--- src/rtl/uc_multiciclo.sv ---
// uc_multiciclo: multicycle MIPS control unit, a Moore FSM with MEM_LAT memory wait-states.
// Define UC_MULTI_JUMP_EN to support the j instruction (opcode 000010); otherwise j is illegal.
module uc_multiciclo #(
    parameter int OPCODE_W = 6,
    parameter int MEM_LAT  = 0
) (
    input  logic                clk,
    input  logic                rst_n,
    input  logic [OPCODE_W-1:0] opcode,
    output logic                pcWrite,
    output logic                pcWriteCond,
    output logic                iorD,
    output logic                memRead,
    output logic                memWrite,
    output logic                irWrite,
    output logic                memtoReg,
    output logic                regDst,
    output logic                regWrite,
    output logic                aluSrcA,
    output logic [1:0]          aluSrcB,
    output logic [1:0]          aluOp,
    output logic [1:0]          pcSrc,
    output logic                illegalOp,
    output logic [3:0]          state
);
    localparam logic [3:0] S_RST    = 4'd0;
    localparam logic [3:0] S_FETCH  = 4'd1;
    localparam logic [3:0] S_DECODE = 4'd2;
    localparam logic [3:0] S_MEMADR = 4'd3;
    localparam logic [3:0] S_MEMRD  = 4'd4;
    localparam logic [3:0] S_MEMWB  = 4'd5;
    localparam logic [3:0] S_MEMWR  = 4'd6;
    localparam logic [3:0] S_EXEC   = 4'd7;
    localparam logic [3:0] S_ALUWB  = 4'd8;
    localparam logic [3:0] S_BRANCH = 4'd9;
    localparam logic [3:0] S_ADDIEX = 4'd10;
    localparam logic [3:0] S_ADDIWB = 4'd11;
    localparam logic [3:0] S_JUMP   = 4'd12;

    localparam logic [OPCODE_W-1:0] OP_R    = OPCODE_W'(6'b000000);
    localparam logic [OPCODE_W-1:0] OP_LW   = OPCODE_W'(6'b100011);
    localparam logic [OPCODE_W-1:0] OP_SW   = OPCODE_W'(6'b101011);
    localparam logic [OPCODE_W-1:0] OP_BEQ  = OPCODE_W'(6'b000100);
    localparam logic [OPCODE_W-1:0] OP_ADDI = OPCODE_W'(6'b001000);
`ifdef UC_MULTI_JUMP_EN
    localparam logic [OPCODE_W-1:0] OP_J    = OPCODE_W'(6'b000010);
`endif
    localparam logic [3:0] LAST_WAIT = 4'(MEM_LAT);

    logic [3:0] r_state;
    logic [3:0] r_wait_cnt;
    logic [3:0] w_next;
    logic [3:0] w_dec;
    logic [3:0] w_wait_nxt;
    logic       w_last;
    logic       w_wait_st;
    logic       w_legal;

    // memory states stretch to MEM_LAT+1 cycles; the counter restarts on every exit
    assign w_last     = r_wait_cnt == LAST_WAIT;
    assign w_wait_st  = r_state inside {S_FETCH, S_MEMRD, S_MEMWR};
    assign w_wait_nxt = (w_wait_st && !w_last) ? r_wait_cnt + 4'd1 : 4'd0;
    assign state      = r_state;

    // state and wait counter; reset aborts any instruction in flight
    always_ff @(posedge clk or negedge rst_n) begin
        if (!rst_n) begin
            r_state    <= S_RST;
            r_wait_cnt <= 4'd0;
        end else begin
            r_state    <= w_next;
            r_wait_cnt <= w_wait_nxt;
        end
    end

    // opcode dispatch used when leaving DECODE; unknown opcodes fall back to FETCH
    always_comb begin
        w_dec   = S_FETCH;
        w_legal = 1'b1;
        if (opcode == OP_R) w_dec = S_EXEC;
        else if (opcode == OP_LW || opcode == OP_SW) w_dec = S_MEMADR;
        else if (opcode == OP_BEQ) w_dec = S_BRANCH;
        else if (opcode == OP_ADDI) w_dec = S_ADDIEX;
`ifdef UC_MULTI_JUMP_EN
        else if (opcode == OP_J) w_dec = S_JUMP;
`endif
        else w_legal = 1'b0;
    end

    // next-state sequencing; unused encodings recover to FETCH
    always_comb begin
        w_next = S_FETCH;
        case (r_state)
            S_FETCH:  w_next = w_last ? S_DECODE : S_FETCH;
            S_DECODE: w_next = w_dec;
            S_MEMADR: w_next = (opcode == OP_LW) ? S_MEMRD : S_MEMWR;
            S_MEMRD:  w_next = w_last ? S_MEMWB : S_MEMRD;
            S_MEMWR:  w_next = w_last ? S_FETCH : S_MEMWR;
            S_EXEC:   w_next = S_ALUWB;
            S_ADDIEX: w_next = S_ADDIWB;
            default:  w_next = S_FETCH;
        endcase
    end

    // datapath controls decoded from state; illegalOp is the only opcode-dependent output
    always_comb begin
        pcWrite     = 1'b0;
        pcWriteCond = 1'b0;
        iorD        = 1'b0;
        memRead     = 1'b0;
        memWrite    = 1'b0;
        irWrite     = 1'b0;
        memtoReg    = 1'b0;
        regDst      = 1'b0;
        regWrite    = 1'b0;
        aluSrcA     = 1'b0;
        aluSrcB     = 2'b00;
        aluOp       = 2'b00;
        pcSrc       = 2'b00;
        illegalOp   = 1'b0;
        case (r_state)
            S_FETCH: begin
                memRead = 1'b1;
                aluSrcB = 2'b01;
                irWrite = w_last;
                pcWrite = w_last;
            end
            S_DECODE: begin
                aluSrcB   = 2'b11;
                illegalOp = !w_legal;
            end
            S_MEMADR, S_ADDIEX: begin
                aluSrcA = 1'b1;
                aluSrcB = 2'b10;
            end
            S_MEMRD: begin
                memRead = 1'b1;
                iorD    = 1'b1;
            end
            S_MEMWB: begin
                regWrite = 1'b1;
                memtoReg = 1'b1;
            end
            S_MEMWR: begin
                memWrite = 1'b1;
                iorD     = 1'b1;
            end
            S_EXEC: begin
                aluSrcA = 1'b1;
                aluOp   = 2'b10;
            end
            S_ALUWB: begin
                regWrite = 1'b1;
                regDst   = 1'b1;
            end
            S_BRANCH: begin
                aluSrcA     = 1'b1;
                aluOp       = 2'b01;
                pcWriteCond = 1'b1;
                pcSrc       = 2'b01;
            end
            S_ADDIWB: regWrite = 1'b1;
            S_JUMP: begin
                pcWrite = 1'b1;
                pcSrc   = 2'b10;
            end
            default: ;
        endcase
    end
endmodule

--- config.mk ---
export PLATFORM = sky130hd
export DESIGN_NAME = uc_multiciclo
export DESIGN_NICKNAME = d
export VERILOG_FILES = /design/src/rtl/uc_multiciclo.sv
export SDC_FILE = /design/constraint.sdc
export NUM_CORES = 1
export LEC_CHECK = 0
export BUFFER_PORTS_ARGS = -buffer_cell sky130_fd_sc_hd__buf_2
export CAP_MARGIN = 0
export CORE_MARGIN = 2
export CORE_UTILIZATION = 45
export DETAILED_ROUTE_END_ITERATION = 10
export GPL_ROUTABILITY_DRIVEN = 0
export PLACE_DENSITY = 0.78
export SLEW_MARGIN = 20
export SYNTH_ARGS = -nofsm -noshare
export SYNTH_HDL_FRONTEND = slang
export SYNTH_SLANG_ARGS = --single-unit
--- constraint.sdc ---
create_clock -name clk -period 3.6 [get_ports clk]
set_input_delay 0.18 -clock clk [delete_from_list [all_inputs] [get_ports clk]]
set_output_delay 0.18 -clock clk [all_outputs]
set_load 0.02 [all_outputs]
==> results of run 1 <==
synth_stat cells (all sizes together), types with 2 or more instances:
master,n,area (um2)
xnor2,3,26.28
buf,4,22.52
nor2,15,56.30
a21oi,3,15.01
clkbuf,3,11.26
o21ai,4,20.02
nor3,3,15.01
o2111ai,2,17.52
nand2b,7,43.79
nand2,10,37.54
a31o,2,17.52
ha,2,25.02
inv,4,15.01
or4,2,15.01
nand3b,2,15.01
dfrtp,8,200.2
worst register-to-register path, delay by kind of cell, from the launching register on:
kind	cells	cell delay, ns
AOI/OAI and AO/OA	1	0.11
DFF	1	0.60
and+or+nand+nor	2	0.77
routing by layer:
metal	vias up	part of all wire (%)	wire, um
li1	345	-	-
met1	318	48	733
met2	26	45	678
met3	0	6.9	104
met4	0	0	0
met5	-	0	0
final cells by class:
class                           count  area [um2]  area share (%)
Clock buffer                        3       22.52           2.786
Multi-Input combinational cell     67       401.6           49.69
Tap cell                           15       18.77           2.322
Sequential cell                     8       200.2           24.77
Timing Repair Buffer               29       150.1           18.58
Inverter                            4       15.01           1.858
cell families after synthesis:
kind of cell             after synthesis
AO/OA/AOI/OAI                         15
adder cells (fa/ha/maj)                2
AND/OR/NAND/NOR                       46
XOR/XNOR                               4
flip-flops                             8
buffers and inverters                 11
worst paths after layout:
kind | from | endpoint | slack, ns | cells past startpoint
hold reg to reg | r_wait_cnt[0] | r_wait_cnt[0] | 0.49 | 1
setup reg to reg | state[0] | state[1] | 2.02 | 3
hold / removal | rst_n | r_wait_cnt[3] | 0.30 | 2
min in group clk | opcode[3] | state[2] | 0.40 | 4
max in group asynchronous | rst_n | state[2] | 3.13 | 2
setup / recovery | state[0] | pcWrite | 1.51 | 4
state kept, by name, summed over array words and instances, names as in the netlist:
register and count:
state 4, r_wait_cnt 4
power breakdown:
| group | switching (mW) | leakage, nW | internal (mW) | total, mW |
|---|---|---|---|---|
| registers | 0.0598 | 0.107 | 0.107 | 0.167 |
| clock network | 0.0270 | 0.0138 | 0.0379 | 0.0649 |
| logic | 0.226 | 0.296 | 0.133 | 0.358 |
repair_timing:
item | in CTS | in global routing
setup endpoints to repair | 0 | 0
hold endpoints to repair | 8 | 0
hold buffers | 1 | 0
stage by stage:
step | cells | hold slack [ns] | total power [mW] | utilization, % | cell area [um2]
2_1_floorplan | 86 | -0.1156 | 0.4229 | - | 650.6
3_3_place_gp | 122 | 0.02186 | 0.5208 | 58.16 | 775.7
3_5_place_dp | 122 | 0.02576 | 0.5224 | 58.16 | 775.7
4_1_cts | 126 | 0.2881 | 0.5932 | 60.60 | 808.3
5_1_grt | 126 | 0.3202 | 0.6379 | 60.60 | 808.3
6_report | 126 | 0.3037 | 0.5903 | 60.60 | 808.3
==> out/metrics.cfg, run 1 <==
[run_status]
status=complete, no violations

[layout]
area_growth_pct=24.23
drive_gt1_share_pct=30.63
final.fill_count=128
nets=123
final_cell_mix=buf_2, nor2_1, nand2_1
final_common_cell=buf_2
n_antenna_cell=0

[global_route]
grt_pass1_vias=540
antenna_found_initial=0
use_met3_pct=6.897
met1_usage_pct=27.42
overflow=0
grt_util_met2_pct=23.13
grt_pass1_wl_um=2442
top_usage_layer=met1
grt_max_degree=17
track_usage_pct=17.77

[routing]
ant_nets=0
via_per_inst=5.468
wl_um=1515
avgRoutedWirePerCell_um=12.02
drc=0
drtPass1Iterations=4
first_iter_violations=16
num_vias=689

[synth]
synthArstFlopShare_pct=100.0
yosys.area_share.simple_pct=37.12
ys_types=29
synthXorXnorAreaFrac_pct=5.385
synth-seq-cells=8
ys_warn_count=0
ys_seq_area_share_pct=30.77
syn_inst=86
muxShareOfSynthArea_pct=0
yosys.area_share.adder_pct=3.846
synth_compound_area_share_pct=15.38
synth_edf_count=0
yosys_most_used_dff=dfrtp_1
synth_top_family_by_area=simple AND/OR/NAND/NOR gates
avgSynthCellArea_um2=7.565
synth.cell_area_um2=650.6
syn-num-nets=96

[sta]
timing.final.crit_share_pct=58.17
fmax_mhz=477.6
rsz0062_at_grt=false
hold_violations=0
finalWorstPathRequiredPeriod_ns=2.094
worst_pin_slew_ns=0.4541
setup_viol=0
final.setup.worst_slack_ns=1.506
clock_skew_ns=0.004919
slew_headroom_pct=69.66
slew_viol_final=0
finalSetupTns_ns=0

[floorplan]
die_y_um=42.03
fp.dieArea_um2=1766
fp.dieW_um=42.03
core_area_um2=1334
initial_core_util_pct=48.78
std_cell_rows=13
ios=29

[place]
place_ws_ns=1.791
port_buffers=28
dp.final_hpwl_um=1131

[worst_setup_path]
arrival_ns=1.91
end_kind=output pin
critPathSlowestCell=dfrtp_1
cp_top_family=simple AND/OR/NAND/NOR gates
cp.buffers_inverters=1
cp-start-kind=register
worstPathMaxFanout=16
path_cells=nand2b_1, or4_1, o21ai_0, buf_2
worstPathRequired_ns=3.42
slowest_delay_ns=0.60
criticalPathCategory=register to output pin

[pwr]
leakage_nw=0.4169
peakVddDrop_v=0.0005159
powerDensity_nw_per_um2=730.3

[clock_tree]
postCtsSetupBuffers=0
cts_tree=done
cts_buffer_depth=2
clk_latency_ns=0.25
numClockSinks=8
clkSlewWorstSetupHoldPaths_ns=0.05
h-tree-depth=1
cts-root-buf=clkbuf_4
numCtsBuffers=3
ctsResizeCount=0

[run]
drv_cap=0

[min_path]
hp-class=input port to asynchronous set/reset pin

No activity file was read; power rests on OpenSTA's default activity.
==> run 2: changes to the inputs <==
--- a/config.mk
+++ b/config.mk
@@ -8,10 +8,10 @@
 export BUFFER_PORTS_ARGS = -buffer_cell sky130_fd_sc_hd__buf_2
 export CAP_MARGIN = 0
 export CORE_MARGIN = 2
-export CORE_UTILIZATION = 45
+export CORE_UTILIZATION = 41
 export DETAILED_ROUTE_END_ITERATION = 10
 export GPL_ROUTABILITY_DRIVEN = 0
-export PLACE_DENSITY = 0.78
+export PLACE_DENSITY = 0.75
 export SLEW_MARGIN = 20
 export SYNTH_ARGS = -nofsm -noshare
 export SYNTH_HDL_FRONTEND = slang
==> constraint.sdc (replaced) <==
create_clock -name clk -period 1.7 [get_ports clk]
set_input_delay 0.085 -clock clk [delete_from_list [all_inputs] [get_ports clk]]
set_output_delay 0.085 -clock clk [all_outputs]
set_load 0.02 [all_outputs]
==> run 2 against run 1 <==
First-iteration DRC count rose by 25%. Highest routed layer is now met4. Clock skew barely moved. Largest power group unchanged. Critical endpoint unchanged. Utilization rose by 1.4 points.
==> out/metrics.cfg, run 2 (same netlist as run 1, synthesis figures left out) <==
[global_route]
antenna_found_initial=0  ; unchanged
track_usage_pct=22.41  ; was 17.77%
overflow=0  ; unchanged
grt_pass1_wl_um=3146  ; was 2442 um
grt_max_degree=14  ; was 17
grt_pass1_vias=722  ; was 540

[sta]
setup_viol=0  ; unchanged
slew_viol_final=0  ; unchanged
fin_hold_ws_ns=0.2054  ; was 0.3037 ns
worst_pin_slew_ns=0.2552  ; was 0.4541 ns
clock_skew_ns=0.004513  ; was 0.004919 ns
hold_violations=0  ; unchanged
final.setup.worst_slack_ns=0.07023  ; was 1.506 ns
rsz0062_at_grt=false  ; unchanged
timing.final.crit_share_pct=95.87
fmax_mhz=613.6
slew_headroom_pct=82.95  ; was 69.66%
finalWorstPathRequiredPeriod_ns=1.630

[layout]
nets=133  ; was 123
final_cells=137  ; was 126
n_antenna_cell=0  ; unchanged
final_cell_mix=buf_2, nor2_1, buf_4  ; was buf_2, nor2_1, nand2_1
final.fill_count=136  ; was 128
drive_gt1_share_pct=42.15  ; was 30.63%
final_common_cell=buf_2  ; unchanged
postLayoutCoreUtil_pct=62.02  ; was 60.60%
final_cell_area_um2=923.4  ; was 808.3 um2
area_growth_pct=41.92  ; was 24.23%

[floorplan]
std_cell_rows=14  ; was 13
core_area_um2=1489  ; was 1334 um2
fp.dieW_um=43.84  ; was 42.03 um
ios=29  ; unchanged
die_y_um=43.84  ; was 42.03 um
fp.dieArea_um2=1922  ; was 1766 um2
initial_core_util_pct=43.70  ; was 48.78%

[worst_setup_path]
arrival_ns=1.54  ; was 1.91 ns
path_cells=inv_1, ha_4, nand2_2, or4_4, o21ai_2, buf_6  ; was nand2b_1, or4_1, o21ai_0, buf_2
criticalPathCategory=register to output pin  ; unchanged
slowest_delay_ns=0.44  ; was 0.60 ns
worstPathRequired_ns=1.62  ; was 3.42 ns
worstPathMaxFanout=3  ; was 16
end_kind=output pin  ; unchanged
critPathSlowestCell=or4_4  ; was dfrtp_1
cp-start-kind=register  ; unchanged

[clock_tree]
clk_latency_ns=0.25  ; about the same
cts-root-buf=clkbuf_4  ; unchanged
h-tree-depth=1  ; unchanged
numClockSinks=8  ; unchanged
numCtsBuffers=3  ; unchanged
cts_tree=done  ; unchanged
clkSlewWorstSetupHoldPaths_ns=0.05  ; about the same
cts_buffer_depth=2  ; unchanged

[run_status]
status=complete, no violations  ; unchanged

[place]
place_ws_ns=0.1745  ; was 1.791 ns
place_area_um2=823.3  ; was 775.7 um2
dp.final_hpwl_um=1285  ; was 1131 um
port_buffers=28  ; unchanged
dp.cells=129  ; was 122

[routing]
first_iter_violations=20  ; was 16
num_vias=796  ; was 689
via_per_inst=5.810  ; was 5.468
avgRoutedWirePerCell_um=14.00  ; was 12.02 um
dr_wl_met2_um=1020  ; was 678 um
wl_um=1918  ; was 1515 um
drt-met1-wl_um=737  ; was 733 um
dr_wl_met3_um=146  ; was 104 um
routed.top_layer=met4  ; was met3
drtPass1Iterations=4  ; unchanged
drc=0  ; unchanged
ant_nets=0  ; unchanged

[min_path]
hp-class=input port to asynchronous set/reset pin  ; unchanged

[pwr]
powerDensity_nw_per_um2=1558  ; was 730.3 nW/um2
seqPwrFrac_pct=18.2  ; was 28.3%
switching_share_pct=50.21  ; was 52.92%
pwr-share-comb_pct=72.1  ; was 60.7%
peakVddDrop_v=0.0006525  ; was 0.0005159 V
switchingPower_mw=0.7221  ; was 0.3124 mW
leakage_nw=0.4717  ; was 0.4169 nW
p_clk_share_pct=9.8  ; was 11.0%
p_int_mw=0.7162  ; was 0.2779 mW

[run]
drv_cap=0  ; unchanged

run 2: cell types whose count changed in the layout (fill, tap and decap cells not counted), sizes merged:
cell	delta
buf	+10
run 2: timing repair:
item | 4_1_cts | 5_1_grt
buffers inserted | 2 | 2
hold buffers | 1 | 0
setup endpoints to repair | 3 | 3
pin swaps | 0 | 1
endpoints found under the hold margin | 8 | 0
gates resized for setup | 4 | 8
run 2: layout make-up:
type	instances	area [um2]	share of cell area, %
well taps	16	20.02	2.168
multi-input cells	67	430.4	46.61
flip-flops and latches	8	201.4	21.82
inverters	4	15.01	1.626
repair buffers	39	234.0	25.34
clock buffers	3	22.52	2.439
run 2: through the flow:
stage           TNS, ns  total power, mW
6_report              0            1.438
4_1_cts        -0.01158            1.379
2_1_floorplan         0           0.8985
3_5_place_dp          0            1.205
3_3_place_gp          0            1.189
5_1_grt               0            1.550
run 2: per-layer routing:
layer | track usage, % | vias to the layer above
met2 | 35.00 | 41
met5 | 0 | -
met4 | 11.52 | 0
met3 | 7.083 | 4
met1 | 27.51 | 380
li1 | - | 371
run 2: path summary, 6_finish.rpt:
path	start	end	slack (ns)	cells after the start
max	r_wait_cnt[1]	pcWrite	0.07	6
min	rst_n	state[2]	0.21	2
max reg2reg	state[0]	state[1]	0.26	4
min reg2reg	r_wait_cnt[0]	r_wait_cnt[0]	0.56	2
max in group asynchronous	rst_n	state[0]	1.31	2
min in group clk	opcode[3]	state[2]	0.29	4
run 2: worst max-delay path: cells and delay by family (launching register included):
family                     cells  cell delay [ns]
buffers and inverters          2             0.23
adders and majority gates      1             0.14
DFF                            1             0.37
and+or+nand+nor                2             0.49
AOI/OAI and AO/OA              1             0.08
run 2: power by group through the flow:
stage	registers (mW)	logic [mW]	clock network, mW
final	0.261	1.04	0.141
after global routing	0.266	1.12	0.165
after global placement	0.269	0.921	0
after detailed placement	0.272	0.933	0
after floorplan	0.311	0.587	0
after CTS	0.272	0.960	0.146
==> run 3: changes to the inputs <==
--- a/config.mk
+++ b/config.mk
@@ -5,13 +5,14 @@
 export SDC_FILE = /design/constraint.sdc
 export NUM_CORES = 1
 export LEC_CHECK = 0
+export ABC_AREA = 1
 export BUFFER_PORTS_ARGS = -buffer_cell sky130_fd_sc_hd__buf_2
 export CAP_MARGIN = 0
 export CORE_MARGIN = 2
-export CORE_UTILIZATION = 41
+export CORE_UTILIZATION = 40
 export DETAILED_ROUTE_END_ITERATION = 10
 export GPL_ROUTABILITY_DRIVEN = 0
-export PLACE_DENSITY = 0.75
+export PLACE_DENSITY = 0.73
 export SLEW_MARGIN = 20
 export SYNTH_ARGS = -nofsm -noshare
 export SYNTH_HDL_FRONTEND = slang
==> run 3 against run 2 <==
Register-to-register slack better by 0.19 ns. Synthesized cell count is 26% higher. Design area is 10% lower. Utilization is 6.9 points lower. Clock power hardly changed. Synthesized area is 0.77% lower. Largest cell class unchanged. Highest routed layer unchanged.
==> out/metrics.cfg, run 3 <==
[floorplan]
core_area_um2=1506  ; was 1489 um2
std_cell_rows=14  ; unchanged
initial_core_util_pct=42.86  ; was 43.70%
die_y_um=44.18  ; was 43.84 um
fp.dieW_um=44.18  ; was 43.84 um
ios=29  ; unchanged
fp.dieArea_um2=1951  ; was 1922 um2

[synth]
ys_types=18  ; was 29
avgSynthCellArea_um2=5.978  ; was 7.565 um2
netlist.area_leader.share_pct=31.01  ; was 30.77%
ys_warn_count=0  ; unchanged
syn-num-nets=118  ; was 96
synth_commonest_cells=nor2_1, nand2_1, inv_1, nand3_1, dfrtp_1  ; was nor2_1, nand2_1, dfrtp_1, nand2b_1
syn_inst=108  ; was 86
synth_area_leader_cell=dfrtp_1  ; unchanged
synth.cell_area_um2=645.6  ; was 650.6 um2
netlist_top_cells_area=dfrtp_1, nor2_1, nand2_1  ; was dfrtp_1, nor2_1, nand2b_1
ys_seq_area_share_pct=31.01  ; was 30.77%
synthArstFlopShare_pct=100.0  ; unchanged
yosys_most_used_dff=dfrtp_1  ; unchanged
synth-seq-cells=8  ; unchanged
synth_edf_count=0  ; unchanged
yosysMostFrequentCell=nor2_1  ; unchanged

[worst_setup_path]
worstRegToRegCells=7  ; was 4
reg2reg_from=r_wait_cnt[0]  ; was state[0]
r2r_slack_ns=0.45  ; was 0.26 ns
r2r_end=r_wait_cnt[2]  ; was state[1]
worstPathMaxFanout=6  ; was 3
arrival_ns=1.46  ; was 1.54 ns
cp-start-kind=register  ; unchanged
worstPathRequired_ns=1.62  ; about the same
end_kind=output pin  ; unchanged
criticalPathCategory=register to output pin  ; unchanged

[layout]
final_common_cell=nor2_1  ; was buf_2
final.fill_count=149  ; was 136
postLayoutCoreUtil_pct=55.15  ; was 62.02%
final_cell_mix=nor2_1, buf_2, nand2_1  ; was buf_2, nor2_1, buf_4
area_growth_pct=28.68  ; was 41.92%
nets=151  ; was 133
drive_gt1_share_pct=26.62  ; was 42.15%
n_antenna_cell=0  ; unchanged

[clock_tree]
ctsResizeCount=0  ; was 4
ctsHoldBuffers=1  ; unchanged
numClockSinks=8  ; unchanged
cts_tree=done  ; unchanged
postCtsSetupBuffers=0  ; was 2
cts_buffer_depth=2  ; unchanged
cts-root-buf=clkbuf_4  ; unchanged
h-tree-depth=1  ; unchanged
numCtsBuffers=3  ; unchanged
clkSlewWorstSetupHoldPaths_ns=0.05  ; about the same
clk_latency_ns=0.25  ; about the same

[place]
port_buffers=28  ; unchanged
dp.final_hpwl_um=1213  ; was 1285 um

[sta]
clock_skew_ns=0.002722  ; was 0.004513 ns
fin_hold_ws_ns=0.1959  ; was 0.2054 ns
timing.final.crit_share_pct=90.84  ; was 95.87%
finalWorstPathRequiredPeriod_ns=1.544  ; was 1.630 ns
worst_pin_slew_ns=0.2130  ; was 0.2552 ns
setup_viol=0  ; unchanged
finalSetupTns_ns=0  ; unchanged
slew_viol_final=0  ; unchanged
slew_headroom_pct=85.80  ; was 82.95%
rsz0062_at_grt=false  ; unchanged
hold_violations=0  ; unchanged
fmax_mhz=647.6  ; was 613.6 MHz

[global_route]
overflow=0  ; unchanged
track_usage_pct=16.58  ; was 22.41%
grt_max_degree=9  ; was 14
antenna_found_initial=0  ; unchanged
grt_pass1_wl_um=2366  ; was 3146 um
grt_pass1_vias=592  ; was 722

[pwr]
power_mw=1.274  ; was 1.438 mW
peakVddDrop_v=0.0007537  ; was 0.0006525 V
leakage_nw=0.5287  ; was 0.4717 nW
powerDensity_nw_per_um2=1534  ; was 1558 nW/um2

[routing]
ant_nets=0  ; unchanged
first_iter_violations=15  ; was 20
num_vias=754  ; was 796
drtPass1Iterations=4  ; unchanged
via_per_inst=4.865  ; was 5.810
avgRoutedWirePerCell_um=9.419  ; was 14.00 um
wl_um=1460  ; was 1918 um
drc=0  ; unchanged

[run]
drv_cap=0  ; unchanged

[min_path]
hp-class=input port to asynchronous set/reset pin  ; unchanged

[run_status]
status=complete, no violations  ; unchanged

-- run 3: cells by family after synthesis --
family | synth area share [%]
buf+inv | 11.63
xor+xnor | 2.714
compound gates | 4.651
fa+ha+maj | 3.875
flops | 31.01
simple gates | 46.13
-- run 3: power breakdown --
group | internal (mW) | switching, mW
Combinational | 0.265 | 0.576
Clock | 0.0806 | 0.0617
Sequential | 0.230 | 0.0604
-- run 3: worst max path at each step --
| stage | start | to |
|---|---|---|
| finish | state[2] | illegalOp |
| global route | state[2] | illegalOp |
| CTS | state[2] | illegalOp |
| detailed placement | state[2] | illegalOp |
| global placement | state[2] | illegalOp |
| floorplan | state[0] | regWrite |
-- run 3: area by class of cell --
class                           count  area [um2]  area share [%]
Tap cell                           16       20.02           2.410
Sequential cell                     8       200.2           24.10
Clock buffer                        3       22.52           2.711
Inverter                           18       67.56           8.133
Multi-Input combinational cell     81       370.4           44.58
Timing Repair Buffer               29       150.1           18.07
-- run 3: through the flow --
| stage | setup WS (ns) | instance area (um2) | cells |
|---|---|---|---|
| detailed placement | 0.4297 | 798.3 | 151 |
| CTS | 0.1464 | 830.8 | 155 |
| global route | 0.005017 | 830.8 | 155 |
| global placement | 0.4318 | 798.3 | 151 |
| floorplan | 0.2026 | 645.6 | 108 |
| finish | 0.1558 | 830.8 | 155 |
-- run 3: critical path, stage by stage, from the launching register on --
cell	delay [ns]
dfrtp_1	0.44
nor2_2	0.22
nand2_1	0.13
inv_2	0.09
nand3_1	0.08
nor2_1	0.08
buf_2	0.16
-- run 3: layer usage --
| metal | part of all wire [%] | track usage [%] | vias up |
|---|---|---|---|
| met5 | 0 | 0 | - |
| met4 | 2.7 | 10.91 | 0 |
| met3 | 6.0 | 2.449 | 4 |
| met2 | 45 | 24.71 | 29 |
| met1 | 46 | 22.25 | 328 |
| li1 | - | - | 393 |
